## src/rtl/bus_cycle_if.sv

```systemverilog
// CPU-side bus bundle between the 68008 strobes and the bus-cycle controller.
// The controller consumes the slave modport; the CPU or a bench drives the master side.
interface bus_cycle_if #(
    parameter int ADDR_W      = 22,
    parameter int NUM_REGIONS = 4
);
    logic [ADDR_W-1:0]      ADDR;
    logic                   AS_n;
    logic                   DS_n;
    logic [2:0]             FC;
    logic [NUM_REGIONS-1:0] SEL_n;
    logic                   DTACK_n;
    logic                   BERR_n;
    logic                   BOOT;

    modport master (
        output ADDR, AS_n, DS_n, FC,
        input  SEL_n, DTACK_n, BERR_n, BOOT
    );

    modport slave (
        input  ADDR, AS_n, DS_n, FC,
        output SEL_n, DTACK_n, BERR_n, BOOT
    );
endinterface

```

## src/rtl/bus_cycle_ctrl.sv

```systemverilog
// 68008 bus-cycle controller: base/mask region decode with per-region wait states,
// registered selects, DTACK/BERR generation and the boot-time ROM overlay.
//
// state     | meaning
// ----------+------------------------------------------------------------
// S_IDLE    | no cycle in progress, all outputs inactive
// S_WAIT    | region selected, counting down its wait states
// S_ACK     | DTACK asserted, holding until AS_n is released
// S_TIMEOUT | unmapped access, watchdog counting towards BERR
// S_BERR    | BERR asserted, holding until AS_n is released
module bus_cycle_ctrl #(
    parameter int NUM_REGIONS  = 4,
    parameter int ADDR_W       = 22,
    parameter int WS_W         = 4,
    parameter int BERR_TIMEOUT = 64,
    parameter int BOOT_REGION  = 1,
    parameter int BOOT_CYCLES  = 8
) (
    input  logic                          CLK,
    input  logic                          RST,
    input  logic [NUM_REGIONS*ADDR_W-1:0] REGION_BASE,
    input  logic [NUM_REGIONS*ADDR_W-1:0] REGION_MASK,
    input  logic [NUM_REGIONS*WS_W-1:0]   REGION_WS,
    bus_cycle_if.slave                    bus
);
    localparam int TO_W   = $clog2(BERR_TIMEOUT + 1);
    localparam int BC_W   = $clog2(BOOT_CYCLES + 1);
    localparam int RIDX_W = (NUM_REGIONS > 1) ? $clog2(NUM_REGIONS) : 1;

    typedef enum logic [2:0] {
        S_IDLE,
        S_WAIT,
        S_ACK,
        S_TIMEOUT,
        S_BERR
    } state_t;

    state_t                 state_q, state_d;
    logic [RIDX_W-1:0]      region_q, region_d;
    logic [WS_W-1:0]        wait_q, wait_d;
    logic [TO_W-1:0]        to_q, to_d;
    logic [BC_W-1:0]        boot_cnt_q, boot_cnt_d;
    logic                   boot_q, boot_d;
    logic [NUM_REGIONS-1:0] sel_n_q, sel_n_d;
    logic                   dtack_n_q, dtack_n_d;
    logic                   berr_n_q, berr_n_d;

    logic                   start;
    logic                   hit;
    logic [RIDX_W-1:0]      hit_idx;
    logic [WS_W-1:0]        hit_ws;
    logic                   done;

    assign start = !bus.AS_n && !bus.DS_n && (bus.FC != 3'b111);

    // Descending scan so the lowest hitting index is the one left standing.
    always_comb begin
        hit     = 1'b0;
        hit_idx = '0;
        for (int r = NUM_REGIONS - 1; r >= 0; r--) begin
            if ((bus.ADDR & REGION_MASK[r*ADDR_W +: ADDR_W]) ==
                (REGION_BASE[r*ADDR_W +: ADDR_W] & REGION_MASK[r*ADDR_W +: ADDR_W])) begin
                hit     = 1'b1;
                hit_idx = RIDX_W'(r);
            end
        end
        if (!boot_q) begin
            hit     = 1'b1;
            hit_idx = RIDX_W'(BOOT_REGION);
        end
        hit_ws = REGION_WS[hit_idx*WS_W +: WS_W];
    end

    always_ff @(posedge CLK) begin
        if (RST) begin
            state_q    <= S_IDLE;
            region_q   <= '0;
            wait_q     <= '0;
            to_q       <= '0;
            boot_cnt_q <= '0;
            boot_q     <= 1'b0;
            sel_n_q    <= '1;
            dtack_n_q  <= 1'b1;
            berr_n_q   <= 1'b1;
        end else begin
            state_q    <= state_d;
            region_q   <= region_d;
            wait_q     <= wait_d;
            to_q       <= to_d;
            boot_cnt_q <= boot_cnt_d;
            boot_q     <= boot_d;
            sel_n_q    <= sel_n_d;
            dtack_n_q  <= dtack_n_d;
            berr_n_q   <= berr_n_d;
        end
    end

    always_comb begin
        state_d    = state_q;
        region_d   = region_q;
        wait_d     = wait_q;
        to_d       = to_q;
        boot_cnt_d = boot_cnt_q;
        boot_d     = boot_q;
        done       = 1'b0;
        case (state_q)
            S_IDLE: begin
                if (start) begin
                    if (hit) begin
                        state_d  = S_WAIT;
                        region_d = hit_idx;
                        wait_d   = hit_ws;
                    end else begin
                        state_d = S_TIMEOUT;
                        to_d    = TO_W'(1);
                    end
                end
            end
            S_WAIT: begin
                // A zero count means DTACK is already on the bus, so a release here completes the cycle.
                if (wait_q == '0) begin
                    if (bus.AS_n) begin
                        state_d = S_IDLE;
                        done    = 1'b1;
                    end else begin
                        state_d = S_ACK;
                    end
                end else if (bus.AS_n) begin
                    state_d = S_IDLE;
                end else begin
                    wait_d = wait_q - WS_W'(1);
                end
            end
            S_ACK: begin
                if (bus.AS_n) begin
                    state_d = S_IDLE;
                    done    = 1'b1;
                end
            end
            S_TIMEOUT: begin
                if (bus.AS_n) begin
                    state_d = S_IDLE;
                end else begin
                    to_d = to_q + TO_W'(1);
                    if (to_q == TO_W'(BERR_TIMEOUT - 1)) begin
                        state_d = S_BERR;
                    end
                end
            end
            S_BERR: begin
                if (bus.AS_n) begin
                    state_d = S_IDLE;
                    done    = 1'b1;
                end
            end
            default: state_d = S_IDLE;
        endcase
        if (done && !boot_q) begin
            boot_cnt_d = boot_cnt_q + BC_W'(1);
            if (boot_cnt_q == BC_W'(BOOT_CYCLES - 1)) begin
                boot_d = 1'b1;
            end
        end
    end

    // Outputs are decoded from the next state and registered, so the pins never glitch.
    always_comb begin
        sel_n_d   = '1;
        dtack_n_d = 1'b1;
        berr_n_d  = 1'b1;
        if (state_d == S_WAIT || state_d == S_ACK) begin
            sel_n_d[region_d] = 1'b0;
        end
        if ((state_d == S_WAIT && wait_d == '0) || state_d == S_ACK) begin
            dtack_n_d = 1'b0;
        end
        if (state_d == S_BERR) begin
            berr_n_d = 1'b0;
        end
    end

    assign bus.SEL_n   = sel_n_q;
    assign bus.DTACK_n = dtack_n_q;
    assign bus.BERR_n  = berr_n_q;
    assign bus.BOOT    = boot_q;
endmodule

```

## src/flat_wrapper.sv

```systemverilog
// flat-port wrapper written by rule: the top's interface ports become plain ports
module bus_cycle_ctrl_flat 
#(
    parameter int NUM_REGIONS  = 4,
    parameter int ADDR_W       = 22,
    parameter int WS_W         = 4,
    parameter int BERR_TIMEOUT = 64,
    parameter int BOOT_REGION  = 1,
    parameter int BOOT_CYCLES  = 8
)
  (CLK, RST, REGION_BASE, REGION_MASK, REGION_WS, bus_ADDR, bus_AS_n, bus_DS_n, bus_FC, bus_SEL_n, bus_DTACK_n, bus_BERR_n, bus_BOOT);
  bus_cycle_if #(.ADDR_W(ADDR_W), .NUM_REGIONS(NUM_REGIONS)) bus_i ();
  input  logic CLK;
  input  logic RST;
  input  logic [NUM_REGIONS*ADDR_W-1:0] REGION_BASE;
  input  logic [NUM_REGIONS*ADDR_W-1:0] REGION_MASK;
  input  logic [NUM_REGIONS*WS_W-1:0] REGION_WS;
  input wire logic [$bits(bus_i.ADDR)-1:0] bus_ADDR;
  input wire logic [$bits(bus_i.AS_n)-1:0] bus_AS_n;
  input wire logic [$bits(bus_i.DS_n)-1:0] bus_DS_n;
  input wire logic [$bits(bus_i.FC)-1:0] bus_FC;
  output wire logic [$bits(bus_i.SEL_n)-1:0] bus_SEL_n;
  output wire logic [$bits(bus_i.DTACK_n)-1:0] bus_DTACK_n;
  output wire logic [$bits(bus_i.BERR_n)-1:0] bus_BERR_n;
  output wire logic [$bits(bus_i.BOOT)-1:0] bus_BOOT;
  assign bus_i.ADDR = bus_ADDR;
  assign bus_i.AS_n = bus_AS_n;
  assign bus_i.DS_n = bus_DS_n;
  assign bus_i.FC = bus_FC;
  assign bus_SEL_n = bus_i.SEL_n;
  assign bus_DTACK_n = bus_i.DTACK_n;
  assign bus_BERR_n = bus_i.BERR_n;
  assign bus_BOOT = bus_i.BOOT;
  bus_cycle_ctrl #(.NUM_REGIONS(NUM_REGIONS), .ADDR_W(ADDR_W), .WS_W(WS_W), .BERR_TIMEOUT(BERR_TIMEOUT), .BOOT_REGION(BOOT_REGION), .BOOT_CYCLES(BOOT_CYCLES)) u_core (.CLK(CLK), .RST(RST), .REGION_BASE(REGION_BASE), .REGION_MASK(REGION_MASK), .REGION_WS(REGION_WS), .bus(bus_i));
endmodule
```

## config.mk

```make
export PLATFORM = sky130hd
export DESIGN_NAME = bus_cycle_ctrl_flat
export DESIGN_NICKNAME = d
export VERILOG_FILES = /design/src/rtl/bus_cycle_if.sv /design/src/rtl/bus_cycle_ctrl.sv /design/src/flat_wrapper.sv
export SDC_FILE = /design/constraint.sdc
export NUM_CORES = 1
export LEC_CHECK = 0
export CAP_MARGIN = 10
export CORE_UTILIZATION = 25
export CTS_CLUSTER_SIZE = 24
export DETAILED_ROUTE_END_ITERATION = 12
export PLACE_DENSITY_LB_ADDON = 0.08
export SETUP_SLACK_MARGIN = 0.15
export SYNTH_ARGS = -nofsm -noshare
export SYNTH_HDL_FRONTEND = slang
export SYNTH_SLANG_ARGS = --single-unit
```

## constraint.sdc

```tcl
create_clock -name CLK -period 4.55 [get_ports CLK]
set_input_delay 0.6825 -clock CLK [delete_from_list [all_inputs] [get_ports CLK]]
set_output_delay 0.6825 -clock CLK [all_outputs]
set_load 0.005 [all_outputs]
```

==> flow_summary_export.csv, run 1 <==
group,metric,value,unit
outcome,status,"completed",
clock_tree,clock_sinks,27,
clock_tree,cts_resized,0,
finish,final_cell_count_no_fill,692,
finish,drive_above_1_share,2.158,%
detailed_routing,wirelength,11.75,mm
critical_path,critPathMostFrequentCell,"a21oi_1",
critical_path,r2r_slack,2.17,ns
yosys,seq_area_frac_synth,20.05,%
critical_path,crit_slowest_cell,"clkdlybuf4s50_1",
global_routing,grt_start_max_net_pins,20,
yosys,synth-edff-count,0,
yosys,synth_top_area_cell,"xor2_1",
die,core_area,0.01037,mm2
placement,dp_cells,688,
global_routing,track_usage,21.30,%
timing,max_freq,0.2909,GHz
critical_path,required,4.72,ns
placement,dpl.hpwl,10.80,mm
global_routing,globalRouteOverflowTotal,0,
die,rows,37,
clock_tree,clock_path_buffers,2,
critical_path,reg2reg_from,"u_core.state_q[2]",
clock_tree,clock_latency,0.28,ns
timing,tns,0,ns
die,start_util,26.00,%
detailed_routing,vias_per_cell,4.645,
critical_path,cp-start-kind,"input pin",
detailed_routing,drc,0,
timing,finalMaxSlewViolations,0,
die,fp.dieW,105.9,um
yosys,synth_seq_cells,27,
timing,worstMarginPinSlew,0.7169,ns
clock_tree,cts-root-buf,"clkbuf_8",
power,power_density,147.1,mW/mm2
min_path,whs_path_depth,1,
yosys,netlist_area,0.002696,mm2
min_path,min_from,"u_core.to_q[0]",
timing,setup_viol,0,
power,power.static_leakage,1.982,nW
finish,nFillCells,1029,
critical_path,crit_chain,"clkdlybuf4s50_1, xor2_1, a22oi_1, nand4_1, nor3_1, nor2_1, a21oi_1, a21oi_1, a211oi_1, nand3_1, o32a_1",
yosys,syn_inst,331,
timing,hold_viol,0,
timing,period_minus_slack,3.438,ns
critical_path,cp-end-kind,"flip-flop",
clock_tree,cts_hold_buf,0,
placement,place.gp.congestion,0.8381,
power,irDropWorstVdd,86.46,uV
die,die-height,105.9,um
timing,min_period_over_period,75.55,%
yosys,ys.flop_type,"dfxtp_1",
job,cap_violations,0,
die,io_pins,228,
finish,synthToLayoutAreaGrowth,91.55,%
yosys,ys_top_cells_by_area,"xor2_1, dfxtp_1, a22oi_1, nor2_1, mux2i_1",
global_routing,grt_pass1_wl,18.45,mm
yosys,yosysWarnings,0,
detailed_routing,post_drt_wl_per_cell,16.98,um
yosys,synthArstFlopShare,0,%
detailed_routing,final_antenna_net_count,0,
critical_path,crit_start,"bus_ADDR[10]",
yosys,synth_top_area_share,29.23,%
critical_path,slowest_delay,0.51,ns
clock_tree,postCtsSetupBuffers,0,
critical_path,reg2reg_to,"u_core.bus.SEL_n[3]",
timing,rsz0062_at_grt,"no",
detailed_routing,dr.pass1.iters,4,
clock_tree,clkTransAtPathRegs,0.09,ns
yosys,syn_avg_cell_area,8.146,um2
placement,port_buffers,227,
die,die-area,0.01120,mm2
finish,nets,781,
clock_tree,cts_tree,"done",
detailed_routing,vias,3214,
detailed_routing,first_iter_violations,96,
min_path,worstHoldEndpoint,"u_core.to_q[0]",
yosys,yosysUniqueCellTypes,44,
global_routing,grt_pass1_vias,3535,
timing,slew_headroom,52.10,%
yosys,synth.net_count,555,
finish,antenna_cells,0,
global_routing,antenna_found_initial,0,
clock_tree,cts_buffers,3,
critical_path,crit_type,"in2reg",
critical_path,arrival,3.60,ns
clock_tree,htreeDepth,1,
critical_path,worstPathMaxFanout,4,
timing,finClkSkew,0.004264,ns
min_path,hp-class,"reg2reg",
critical_path,ff2ff_path_depth,6,
==> state kept, by name, summed over array words and instances, names as in the netlist <==
register / flops
u_core.wait_q: 4
u_core.boot_cnt_q: 4
u_core.bus.BOOT: 1
u_core.region_q: 2
u_core.to_q: 7
u_core.bus.SEL_n: 4
u_core.bus.BERR_n: 1
u_core.state_q: 3
u_core.bus.DTACK_n: 1
==> placed cells by master (no fill, tap or decap), drive strengths merged, types with 2 or more instances in the layout <==
cell / instances
a211oi: 5
a21boi: 2
a21oi: 8
a22oi: 46
a31oi: 2
and2: 5
and3: 2
clkbuf: 3
clkdlybuf4s50: 227
dfxtp: 27
ha: 3
inv: 7
mux2: 4
mux2i: 8
nand2: 14
nand2b: 2
nand3: 11
nand4: 11
nor2: 34
nor2b: 3
nor3: 11
o211ai: 2
o21ai: 3
o22ai: 2
o31ai: 2
or3: 2
xnor2: 8
xor2: 90
==> worst max-delay path: cells and delay by family <==
kind                   cells  cell delay (ns)
buffers and inverters      1             0.51
AO/OA/AOI/OAI              5             1.24
XOR/XNOR                   1             0.20
AND/OR/NAND/NOR            4             0.96
==> per-layer routing <==
layer  routed length (um)  GRT usage (%)
met1                 4133          21.50
met2                 6458          41.83
met3                  914          6.246
met4                  242          5.754
met5                    0              0
==> worst max path at each step <==
| stage | end | cells after the start | slack, ns |
|---|---|---|---|
| after floorplan | u_core.bus.DTACK_n | 9 | 1.85 |
| after global placement | u_core.bus.DTACK_n | 10 | 0.97 |
| after detailed placement | u_core.bus.DTACK_n | 11 | 0.83 |
| after CTS | u_core.bus.DTACK_n | 11 | 1.12 |
| after global routing | u_core.bus.DTACK_n | 11 | 0.85 |
| final | u_core.bus.DTACK_n | 11 | 1.11 |
==> power breakdown <==
group / switching [mW] / leakage, nW / internal (mW) / total, mW
sequential: 0.00436 / 0.219 / 0.241 / 0.246
combinational: 0.134 / 1.74 / 0.241 / 0.375
clock: 0.0766 / 0.0217 / 0.0622 / 0.139
==> cell usage after synthesis, types with 2 or more instances <==
| library cell | instances |
|---|---|
| o22ai_1 | 2 |
| and2_1 | 5 |
| mux2_2 | 2 |
| clkbuf_1 | 6 |
| xor2_1 | 90 |
| a21oi_1 | 8 |
| dfxtp_1 | 27 |
| mux2i_1 | 8 |
| and3_1 | 2 |
| nand3_1 | 11 |
| a21boi_1 | 2 |
| nand2b_1 | 2 |
| a211oi_1 | 4 |
| ha_1 | 3 |
| nor2_1 | 34 |
| or3_1 | 2 |
| a22oi_1 | 46 |
| xnor2_1 | 8 |
| nand2_1 | 14 |
| nand4_1 | 11 |
| mux2_1 | 2 |
| o21ai_0 | 3 |
| nor3_1 | 9 |
| inv_1 | 7 |
| a31oi_1 | 2 |
| nor2b_1 | 3 |
==> through the flow <==
stage	util [%]	hold slack [ns]	power [mW]	cell area, um2	worst slack [ns]
final	49.81	0.5046	0.7596	5165	1.113
after global routing	49.81	0.5430	0.8104	5165	0.8455
after CTS	49.81	0.5042	0.7678	5165	1.118
after detailed placement	49.34	0.4860	0.6285	5116	0.8254
after global placement	49.34	0.4792	0.6264	5116	0.9694
after floorplan	-	0.4578	0.3792	2696	1.845
==> layout make-up <==
class | count | area [um2] | share of cell area, %
clock buffer | 3 | 41.29 | 0.7994
timing repair buffer | 227 | 2272 | 43.99
clock inverter | 1 | 7.507 | 0.1453
inverter | 7 | 26.28 | 0.5087
multi-input combinational | 291 | 2107 | 40.79
tap | 136 | 170.2 | 3.295
sequential | 27 | 540.5 | 10.47
==> kinds of logic (layout without fill, tap and decap cells) <==
| group | after synthesis | in the layout | share of synthesized area (%) |
|---|---|---|---|
| and+or+nand+nor | 100 | 100 | 18.61 |
| xor gates and xnor gates | 98 | 98 | 31.83 |
| AOI/OAI and AO/OA | 78 | 78 | 21.67 |
| DFF | 27 | 27 | 20.05 |
| buffers and inverters | 13 | 238 | 1.810 |
| muxes | 12 | 12 | 4.640 |
| adders and majority gates | 3 | 3 | 1.392 |
No activity file was read; power rests on OpenSTA's default activity.
==> run 2: changes to the inputs <==
Clock period 4.55 ns to 3.28 ns, I/O delays scaled along.
==> flow_summary_export.csv, run 2 (synthesis results as in run 1) <==
group,metric,value,unit
outcome,status,"completed",
critical_path,worstPathMaxFanout,8,
critical_path,cp-start-kind,"input pin",
detailed_routing,drc,0,
finish,register_area,540.5,um2
power,power_density,198.3,mW/mm2
clock_tree,cts_buffers,3,
finish,synthToLayoutAreaGrowth,103.9,%
die,rows,37,
placement,port_buffers,227,
timing,max_freq,0.3344,GHz
detailed_routing,final_antenna_net_count,0,
global_routing,globalRouteOverflowTotal,0,
critical_path,cp-end-kind,"flip-flop",
clock_tree,cts_tree,"done",
power,power.static_leakage,2.194,nW
finish,fin_area,0.005497,mm2
placement,place.gp.congestion,0.7976,
detailed_routing,dr.pass1.iters,4,
die,fp.dieW,105.9,um
clock_tree,clock_latency,0.27,ns
finish,drive_above_1_share,9.764,%
critical_path,arrival,3.15,ns
timing,min_period_over_period,91.18,%
clock_tree,clock_sinks,27,
detailed_routing,vias_per_cell,4.623,
detailed_routing,first_iter_violations,90,
timing,finClkSkew,0.007263,ns
finish,final_common_cell,"clkdlybuf4s50_1",
die,start_util,26.00,%
finish,regMostFlops,"u_core.to_q",
timing,slew_headroom,49.31,%
finish,largest_reg_flops,7,
clock_tree,htreeDepth,1,
die,io_pins,228,
placement,post_dp_cell_area,0.005386,mm2
timing,period_minus_slack,2.991,ns
power,irDropWorstVdd,128.1,uV
die,core_area,0.01037,mm2
placement,place_ws,-0.1746,ns
die,die-area,0.01120,mm2
die,die-height,105.9,um
min_path,hp-class,"reg2reg",
timing,finalMaxSlewViolations,0,
detailed_routing,vias,3375,
finish,antenna_cells,0,
clock_tree,clock_path_buffers,2,
timing,fin_ws,0.2891,ns
clock_tree,clkTransAtPathRegs,0.09,ns
clock_tree,cts-root-buf,"clkbuf_8",
detailed_routing,wirelength,11.89,mm
critical_path,required,3.44,ns
timing,worstMarginPinSlew,0.7587,ns
critical_path,crit_type,"in2reg",
detailed_routing,post_drt_wl_per_cell,16.29,um
global_routing,grt_pass1_wl,18.33,mm
job,cap_violations,0,
global_routing,grt_start_max_net_pins,17,
clock_tree,cts_hold_buf,0,
placement,dpl.hpwl,10.91,mm
finish,fin_util,53.00,%
global_routing,grt_pass1_vias,3678,
finish,final_cell_mix,"clkdlybuf4s50_1, xor2_1, a22oi_1",
timing,hold_viol,0,
finish,nFillCells,985,
global_routing,antenna_found_initial,0,
global_routing,track_usage,21.14,%
finish,multi_input_area,0.002146,mm2
power,p_total,1.090,mW
timing,rsz0062_at_grt,"no",
finish,nets,819,
timing,setup_viol,0,
-- run 2: metal layers --
metal | vias to the layer above | routed length (um) | track usage (%)
li1 | 1728 | - | -
met1 | 1513 | 4262 | 21.31
met2 | 116 | 6393 | 41.13
met3 | 18 | 919 | 6.184
met4 | 0 | 312 | 6.647
met5 | - | 0 | 0
-- run 2: what timing repair did --
| item | 4_1_cts | 5_1_grt |
|---|---|---|
| setup buffers | 0 | 2 |
| pin swaps | 0 | 6 |
| endpoints found under the setup margin | 1 | 2 |
| gates resized for setup | 1 | 10 |
-- run 2: area by class of cell --
class                           count  share of cell area [%]
Inverter                            7                  0.4780
Tap cell                          136                   3.096
Sequential cell                    27                   9.834
Clock buffer                        3                  0.7512
Multi-Input combinational cell    291                   39.04
Timing Repair Buffer              265                   46.67
Clock inverter                      1                  0.1366
-- run 2: metrics by stage --
step / hold slack [ns] / setup TNS (ns) / std cells
after global placement: 0.4809 / -0.1368 / 724
after detailed placement: 0.4943 / -0.2572 / 724
after CTS: 0.5074 / 0 / 728
final: 0.4999 / 0 / 730
after global routing: 0.5473 / 0 / 730
after floorplan: 0.4578 / 0 / 331
-- run 2: report_power, final --
group | switching, mW | internal, mW | leakage (nW)
Clock | 0.105 | 0.0862 | 0.0217
Combinational | 0.196 | 0.362 | 1.95
Sequential | 0.00651 | 0.335 | 0.219
-- run 2: critical path, stage by stage --
cell	delay [ns]
clkdlybuf4s50_1	0.49
buf_4	0.18
xor2_1	0.15
a22oi_1	0.19
nand4_1	0.17
o31a_1	0.37
o211ai_4	0.17
mux2_2	0.39
a211oi_2	0.25
nand3_1	0.11
o32a_1	0.19
-- run 2: worst paths after layout --
path,slack [ns],end,cells after the start,from
max,0.29,u_core.bus.DTACK_n,11,bus_ADDR[16]
max reg2reg,1.04,u_core.boot_cnt_q[3],7,u_core.state_q[0]
min,0.50,u_core.to_q[0],1,u_core.to_q[0]
min reg2reg,0.50,u_core.to_q[0],1,u_core.to_q[0]
